File: config.mk
export PLATFORM = sky130hd
export DESIGN_NAME = hammer_drive_flat
export DESIGN_NICKNAME = d
export VERILOG_FILES = /design/src/rtl/hammer_drive_if.sv /design/src/rtl/hammer_drive.sv /design/src/flat_wrapper.sv
export SDC_FILE = /design/constraint.sdc
export NUM_CORES = 2
export LEC_CHECK = 0
export CORE_MARGIN = 1.5
export CORE_UTILIZATION = 45
export CTS_CLUSTER_DIAMETER = 30
export CTS_CLUSTER_SIZE = 24
export DETAILED_ROUTE_END_ITERATION = 6
export HOLD_SLACK_MARGIN = 0.12
export SYNTH_ARGS = -nofsm -noshare
export SYNTH_HDL_FRONTEND = slang
export SYNTH_SLANG_ARGS = --single-unit
File: constraint.sdc
create_clock -name i_clk -period 9.19 [get_ports i_clk]
set_clock_uncertainty 0.05 [all_clocks]
set_input_delay 1.838 -clock i_clk [delete_from_list [all_inputs] [get_ports i_clk]]
set_output_delay 1.838 -clock i_clk [all_outputs]
set_load 0.03 [all_outputs]
File: src/rtl/hammer_drive_if.sv
// Bar-address strobe and hammer-drive bundle for hammer_drive.
// The master drives the bar/strobe inputs and the slave (the driver) returns hammer state.
interface hammer_drive_if #(
  parameter int unsigned COLUMNS = 132
) ();
  logic [4:0]       i_bar_units;
  logic [4:0]       i_bar_tens;
  logic             i_bar_100;
  logic             i_print_compare;
  logic             i_scan_start;
  logic             i_check_reset;
  logic [COLUMNS:1] o_hammer_fire;
  logic [COLUMNS:1] o_fired_map;
  logic [7:0]       o_fire_count;
  logic             o_busy;
  logic             o_check_code;
  logic             o_check_range;

  modport master (
    output i_bar_units, i_bar_tens, i_bar_100, i_print_compare, i_scan_start, i_check_reset,
    input  o_hammer_fire, o_fired_map, o_fire_count, o_busy, o_check_code, o_check_range
  );

  modport slave (
    input  i_bar_units, i_bar_tens, i_bar_100, i_print_compare, i_scan_start, i_check_reset,
    output o_hammer_fire, o_fired_map, o_fire_count, o_busy, o_check_code, o_check_range
  );
endinterface

File: src/rtl/hammer_drive.sv
// Print-hammer driver: decodes the 2-of-5 bar address and fires one hammer per strobe.
// Define HAMMER_FIRED_MAP_EN to suppress a second fire of a column within one line scan.
module hammer_drive #(
  parameter int unsigned COLUMNS     = 132,
  parameter int unsigned FIRE_CYCLES = 8
) (
  input logic           i_clk,
  input logic           i_reset_n,
  hammer_drive_if.slave bus
);

  localparam logic [7:0] ColMax   = 8'(COLUMNS);
  localparam logic [7:0] FireLoad = 8'(FIRE_CYCLES);

  logic [4:0] units_q, tens_q;
  logic       hund_q, strobe_q, scan_q, chk_q;

  always_ff @(posedge i_clk or negedge i_reset_n) begin
    if (!i_reset_n) begin
      units_q  <= '0;
      tens_q   <= '0;
      hund_q   <= 1'b0;
      strobe_q <= 1'b0;
      scan_q   <= 1'b0;
      chk_q    <= 1'b0;
    end else begin
      units_q  <= bus.i_bar_units;
      tens_q   <= bus.i_bar_tens;
      hund_q   <= bus.i_bar_100;
      strobe_q <= bus.i_print_compare;
      scan_q   <= bus.i_scan_start;
      chk_q    <= bus.i_check_reset;
    end
  end

  // Returns {valid, digit}; every code with exactly two bits set maps to a digit.
  function automatic logic [4:0] decode_digit(input logic [4:0] code);
    logic [4:0] r;
    case (code)
      5'b00011: r = {1'b1, 4'd0};
      5'b10010: r = {1'b1, 4'd1};
      5'b10001: r = {1'b1, 4'd2};
      5'b01001: r = {1'b1, 4'd3};
      5'b11000: r = {1'b1, 4'd4};
      5'b10100: r = {1'b1, 4'd5};
      5'b01100: r = {1'b1, 4'd6};
      5'b01010: r = {1'b1, 4'd7};
      5'b00110: r = {1'b1, 4'd8};
      5'b00101: r = {1'b1, 4'd9};
      default:  r = 5'd0;
    endcase
    return r;
  endfunction

  logic       units_ok, tens_ok;
  logic [3:0] units_dig, tens_dig;
  logic [7:0] addr;
  logic       code_err, range_err, hit;

  assign {units_ok, units_dig} = decode_digit(units_q);
  assign {tens_ok, tens_dig}   = decode_digit(tens_q);

  assign addr = ({7'd0, hund_q} * 8'd100) + ({4'd0, tens_dig} * 8'd10) + {4'd0, units_dig};

  assign code_err  = strobe_q & ~(units_ok & tens_ok);
  assign range_err = strobe_q & units_ok & tens_ok & ((addr == 8'd0) || (addr > ColMax));
  assign hit       = strobe_q & units_ok & tens_ok & ~range_err;

  logic [COLUMNS:1][7:0] cnt_q, cnt_d;
  logic [COLUMNS:1]      map_clr, acc_vec, fire;
  logic [7:0]            count_q, count_d, count_base;
  logic                  code_q, range_q, accept;

`ifdef HAMMER_FIRED_MAP_EN
  logic [COLUMNS:1] map_q;

  // A scan start in the same clock clears the map before the strobe is judged.
  assign map_clr = scan_q ? '0 : map_q;

  always_ff @(posedge i_clk or negedge i_reset_n) begin
    if (!i_reset_n) map_q <= '0;
    else            map_q <= map_clr | acc_vec;
  end

  assign bus.o_fired_map = map_q;
`else
  assign map_clr         = '0;
  assign bus.o_fired_map = '0;
`endif

  always_comb begin
    cnt_d   = cnt_q;
    acc_vec = '0;
    fire    = '0;
    for (int unsigned n = 1; n <= COLUMNS; n++) begin
      fire[n] = (cnt_q[n] != 8'd0);
      if (cnt_q[n] != 8'd0) begin
        cnt_d[n] = cnt_q[n] - 8'd1;
      end else if (hit && (addr == 8'(n)) && !map_clr[n]) begin
        cnt_d[n]   = FireLoad;
        acc_vec[n] = 1'b1;
      end
    end
  end

  assign accept     = |acc_vec;
  assign count_base = scan_q ? 8'd0 : count_q;
  assign count_d    = (accept && (count_base != 8'hFF)) ? count_base + 8'd1 : count_base;

  always_ff @(posedge i_clk or negedge i_reset_n) begin
    if (!i_reset_n) begin
      cnt_q   <= '0;
      count_q <= '0;
      code_q  <= 1'b0;
      range_q <= 1'b0;
    end else begin
      cnt_q   <= cnt_d;
      count_q <= count_d;
      // A new error in the same clock as check_reset keeps the flag set.
      code_q  <= code_err | (code_q & ~chk_q);
      range_q <= range_err | (range_q & ~chk_q);
    end
  end

  assign bus.o_hammer_fire = fire;
  assign bus.o_busy        = |fire;
  assign bus.o_fire_count  = count_q;
  assign bus.o_check_code  = code_q;
  assign bus.o_check_range = range_q;

endmodule

File: src/flat_wrapper.sv
// flat-port wrapper written by rule: the top's interface ports become plain ports
module hammer_drive_flat 
#(
  parameter int unsigned COLUMNS     = 132,
  parameter int unsigned FIRE_CYCLES = 8
)
  (i_clk, i_reset_n, bus_i_bar_units, bus_i_bar_tens, bus_i_bar_100, bus_i_print_compare, bus_i_scan_start, bus_i_check_reset, bus_o_hammer_fire, bus_o_fired_map, bus_o_fire_count, bus_o_busy, bus_o_check_code, bus_o_check_range);
  hammer_drive_if #(.COLUMNS(COLUMNS)) bus_i ();
  input logic i_clk;
  input logic i_reset_n;
  input wire logic [$bits(bus_i.i_bar_units)-1:0] bus_i_bar_units;
  input wire logic [$bits(bus_i.i_bar_tens)-1:0] bus_i_bar_tens;
  input wire logic [$bits(bus_i.i_bar_100)-1:0] bus_i_bar_100;
  input wire logic [$bits(bus_i.i_print_compare)-1:0] bus_i_print_compare;
  input wire logic [$bits(bus_i.i_scan_start)-1:0] bus_i_scan_start;
  input wire logic [$bits(bus_i.i_check_reset)-1:0] bus_i_check_reset;
  output wire logic [$bits(bus_i.o_hammer_fire)-1:0] bus_o_hammer_fire;
  output wire logic [$bits(bus_i.o_fired_map)-1:0] bus_o_fired_map;
  output wire logic [$bits(bus_i.o_fire_count)-1:0] bus_o_fire_count;
  output wire logic [$bits(bus_i.o_busy)-1:0] bus_o_busy;
  output wire logic [$bits(bus_i.o_check_code)-1:0] bus_o_check_code;
  output wire logic [$bits(bus_i.o_check_range)-1:0] bus_o_check_range;
  assign bus_i.i_bar_units = bus_i_bar_units;
  assign bus_i.i_bar_tens = bus_i_bar_tens;
  assign bus_i.i_bar_100 = bus_i_bar_100;
  assign bus_i.i_print_compare = bus_i_print_compare;
  assign bus_i.i_scan_start = bus_i_scan_start;
  assign bus_i.i_check_reset = bus_i_check_reset;
  assign bus_o_hammer_fire = bus_i.o_hammer_fire;
  assign bus_o_fired_map = bus_i.o_fired_map;
  assign bus_o_fire_count = bus_i.o_fire_count;
  assign bus_o_busy = bus_i.o_busy;
  assign bus_o_check_code = bus_i.o_check_code;
  assign bus_o_check_range = bus_i.o_check_range;
  hammer_drive #(.COLUMNS(COLUMNS), .FIRE_CYCLES(FIRE_CYCLES)) u_core (.i_clk(i_clk), .i_reset_n(i_reset_n), .bus(bus_i));
endmodule
==> results.tsv <==
metric	value	unit
outcome	finished with violations	
nets	6242	
syn avg cell area	9.56	um^2
largest net degree at the start of global routing	168	
synthesized cell area	53500	um^2
slowest stage delay, CP	720	ps
CTS buffer count	282	
first-pass GRT wire length	235000	um
Post-synth top cells	1080 x dfrtp_1, 775 x nand2_1, 455 x nor3_1	
grt ovf	0	
PwrDens	377	nW/um^2
Initial DRC Count	2939	
post-CTS setup buffers	0	
CP dominant cell by count	inv_1	
CP delay by family, top	simple AND/OR/NAND/NOR gates	
R2R Setup Slk	2450	ps
DRC Markers	8	
FP Rows	126	
cells after synthesis	5601	
library cells used by synthesis	95	
Final Hold Fails	0	
combinational share of power	0.229	
post-CTS sizing	0	
total routed wirelength	149000	um
worst-margin pin slew	1390	ps
CP cell instances	inv_1 > ha_1 > or3b_2 > nor3_1 > inv_1 > or4_1 > nor4_1 > nand4_1 > or3_1 > clkdlybuf4s50_1	
Period minus WS final	7590	ps
Slowest cell on crit path	nor4_1	
Worst setup SP type	flop	
crit path launch	u_core.cnt_q[440]	
via count	42500	
drt pass-1 iters	7	
Switching Power	8.21	mW
antenna violations before repair	2	
Die Wd	348	um
count leader, synth	dfrtp_1	
Leak Pwr	30.0	nW
Worst R2R Path Depth	21	
final worst path period share	0.826	
CTS tree	done	
gr usage total	0.249	
I/O pin count	291	
Ys Warns	0	
Fin Setup TNS	0	ps
Clock Latency Late Sink	870	ps
Hold Crit Class	flop to flop	
RePlAce Congestion	0.993	
Slew Limit Fails	0	
R2R Path End	u_core.bus.o_fire_count[1]	
full die area	121000	um^2
vias in the first global route	41300	
Post-synth EDFFs	0	
Yosys top cell by area	dfrtp_1	
count of final setup violators	0	
RSZ-0062 raised after global routing	no	
sequential area share after synthesis	0.505	
FFs w/ async S/R, synth	1.00	
synthesis-to-finish area growth	24.6	%
ANT nets after route	0	
Fill cells	10100	
RR Startpoint	u_core.tens_q[0]	
CTS HTree Levels	5	
Worst setup endpoint	bus_o_busy	
Clock Power Share	0.394	
Sequential Power Share	0.377	
failing checks	design-rule violations	
internal power	17.0	mW
Hold Path Depth	1	
top fanout value on the critical path	7	
Crit Path Class	flop to primary output	
post-DR vias/cell	5.45	
Vert. Die Dim	348	um
DP HPWL	105000	um
synthesis-stage register bit count	1080	
largest cells by area after synthesis	dfrtp_1 50%, nand2_1 5.4%, nor3_1 4.3%, xnor2_1 4.2%, ha_1 3.6%	
crit path DAT	5700	ps
VDD IR max	0.221	mV
most used flip-flop cell after synthesis	dfrtp_1	
Avg WL per Cell	19.2	um
WP buf/inv	3	
port buffer count	158	
# hold bufs at CTS	0	
core footprint	118000	um^2
share of layout cells above drive strength 1	0.102	
Max-Cap Viols	0	
sw frac	0.326	
Starting Density	0.453	
Yosys top cell area share	0.505	
Critical Path End Type	primary output	
f_max	132	MHz
path length in cells of the critical path	10	
Root Buffer	clkbuf_16	
slew margin rel.	0.0684	
Critical Path RT	7300	ps
Clock Pin Slew Worst Setup and Hold Paths	40	ps
CTS Buffer Depth	4	
hold_ws	394	ps
# clock sinks	1080	
==> final cells by class <==
class	instances	area, um^2	share of cell area
flip-flops and latches	1080	27000	0.405
repair buffers	262	2430	0.0364
clock inverters	116	1640	0.0246
well taps	1536	1920	0.0288
multi-input cells	4040	24200	0.363
diodes	2	5.00	0.0000750
clock buffers	364	7950	0.119
inverters	404	1520	0.0227
==> placed cells by master (no fill, tap or decap), types with 157 or more instances in the layout <==
cell                n
dfrtp_1          1080
nand2_1           775
nor3_1            453
inv_1             400
o21ai_0           362
nor2_1            354
clkbuf_16         288
xnor2_1           254
a21oi_1           220
xor2_1            218
clkdlybuf4s50_1   157
==> logic make-up (layout without fill, tap and decap cells) <==
group / count (synthesis) / in the layout / share of synthesized area
XOR/XNOR: 472 / 472 / 0.0772
adder cells (fa/ha/maj): 156 / 156 / 0.0369
flip-flops: 1080 / 1080 / 0.505
other: 1 / 134 / 0.0000700
AND/OR/NAND/NOR: 2287 / 2287 / 0.207
AO/OA/AOI/OAI: 890 / 890 / 0.101
buffers and inverters: 612 / 1146 / 0.0532
multiplexers: 103 / 103 / 0.0201
==> power groups by stage <==
stage | Sequential, mW | Clock, mW | Combinational, mW
final | 9.48 | 9.92 | 5.76
after global routing | 9.86 | 10.3 | 6.64
after CTS | 9.45 | 10.1 | 5.82
after detailed placement | 9.43 | 0 | 5.80
after global placement | 9.42 | 0 | 5.56
after floorplan | 8.96 | 0 | 4.59
==> state kept, by name (all words and copies together) (netlist names) <==
| register | flops |
|---|---|
| u_core.bus.o_check_code | 1 |
| u_core.bus.o_check_range | 1 |
| u_core.bus.o_fire_count | 8 |
| u_core.chk_q | 1 |
| u_core.cnt_q | 1056 |
| u_core.hund_q | 1 |
| u_core.scan_q | 1 |
| u_core.strobe_q | 1 |
| u_core.tens_q | 5 |
| u_core.units_q | 5 |
==> worst min-delay path by stage <==
| stage | start | endpoint | slack (ps) |
|---|---|---|---|
| after global routing | u_core.cnt_q[788] | u_core.cnt_q[788] | 430 |
| final | u_core.chk_q | u_core.bus.o_check_range | 390 |
| after floorplan | u_core.chk_q | u_core.bus.o_check_code | 370 |
| after CTS | u_core.chk_q | u_core.bus.o_check_range | 390 |
| after detailed placement | u_core.chk_q | u_core.bus.o_check_code | 400 |
| after global placement | u_core.chk_q | u_core.bus.o_check_code | 390 |
==> per-stage QoR <==
stage	setup WS, ps	power [mW]	util	cells	instance area, um^2
floorplan	3850	13.5	-	5732	54000
global placement	2550	15.0	0.484	7322	57100
detailed placement	2660	15.2	0.484	7322	57100
CTS	1750	25.4	0.565	7802	66700
global route	1600	26.8	0.565	7802	66700
finish	1600	25.2	0.565	7804	66700
==> layer usage <==
layer  global-route usage  part of all wire  up-vias
met4                0.124             0.045        2
met5                    0          0.000087        -
met2                0.377              0.44     1210
li1                     -                 -    20300
met1                0.335              0.45    20600
met3               0.0589             0.066      393
No activity file was read; power rests on OpenSTA's default activity.
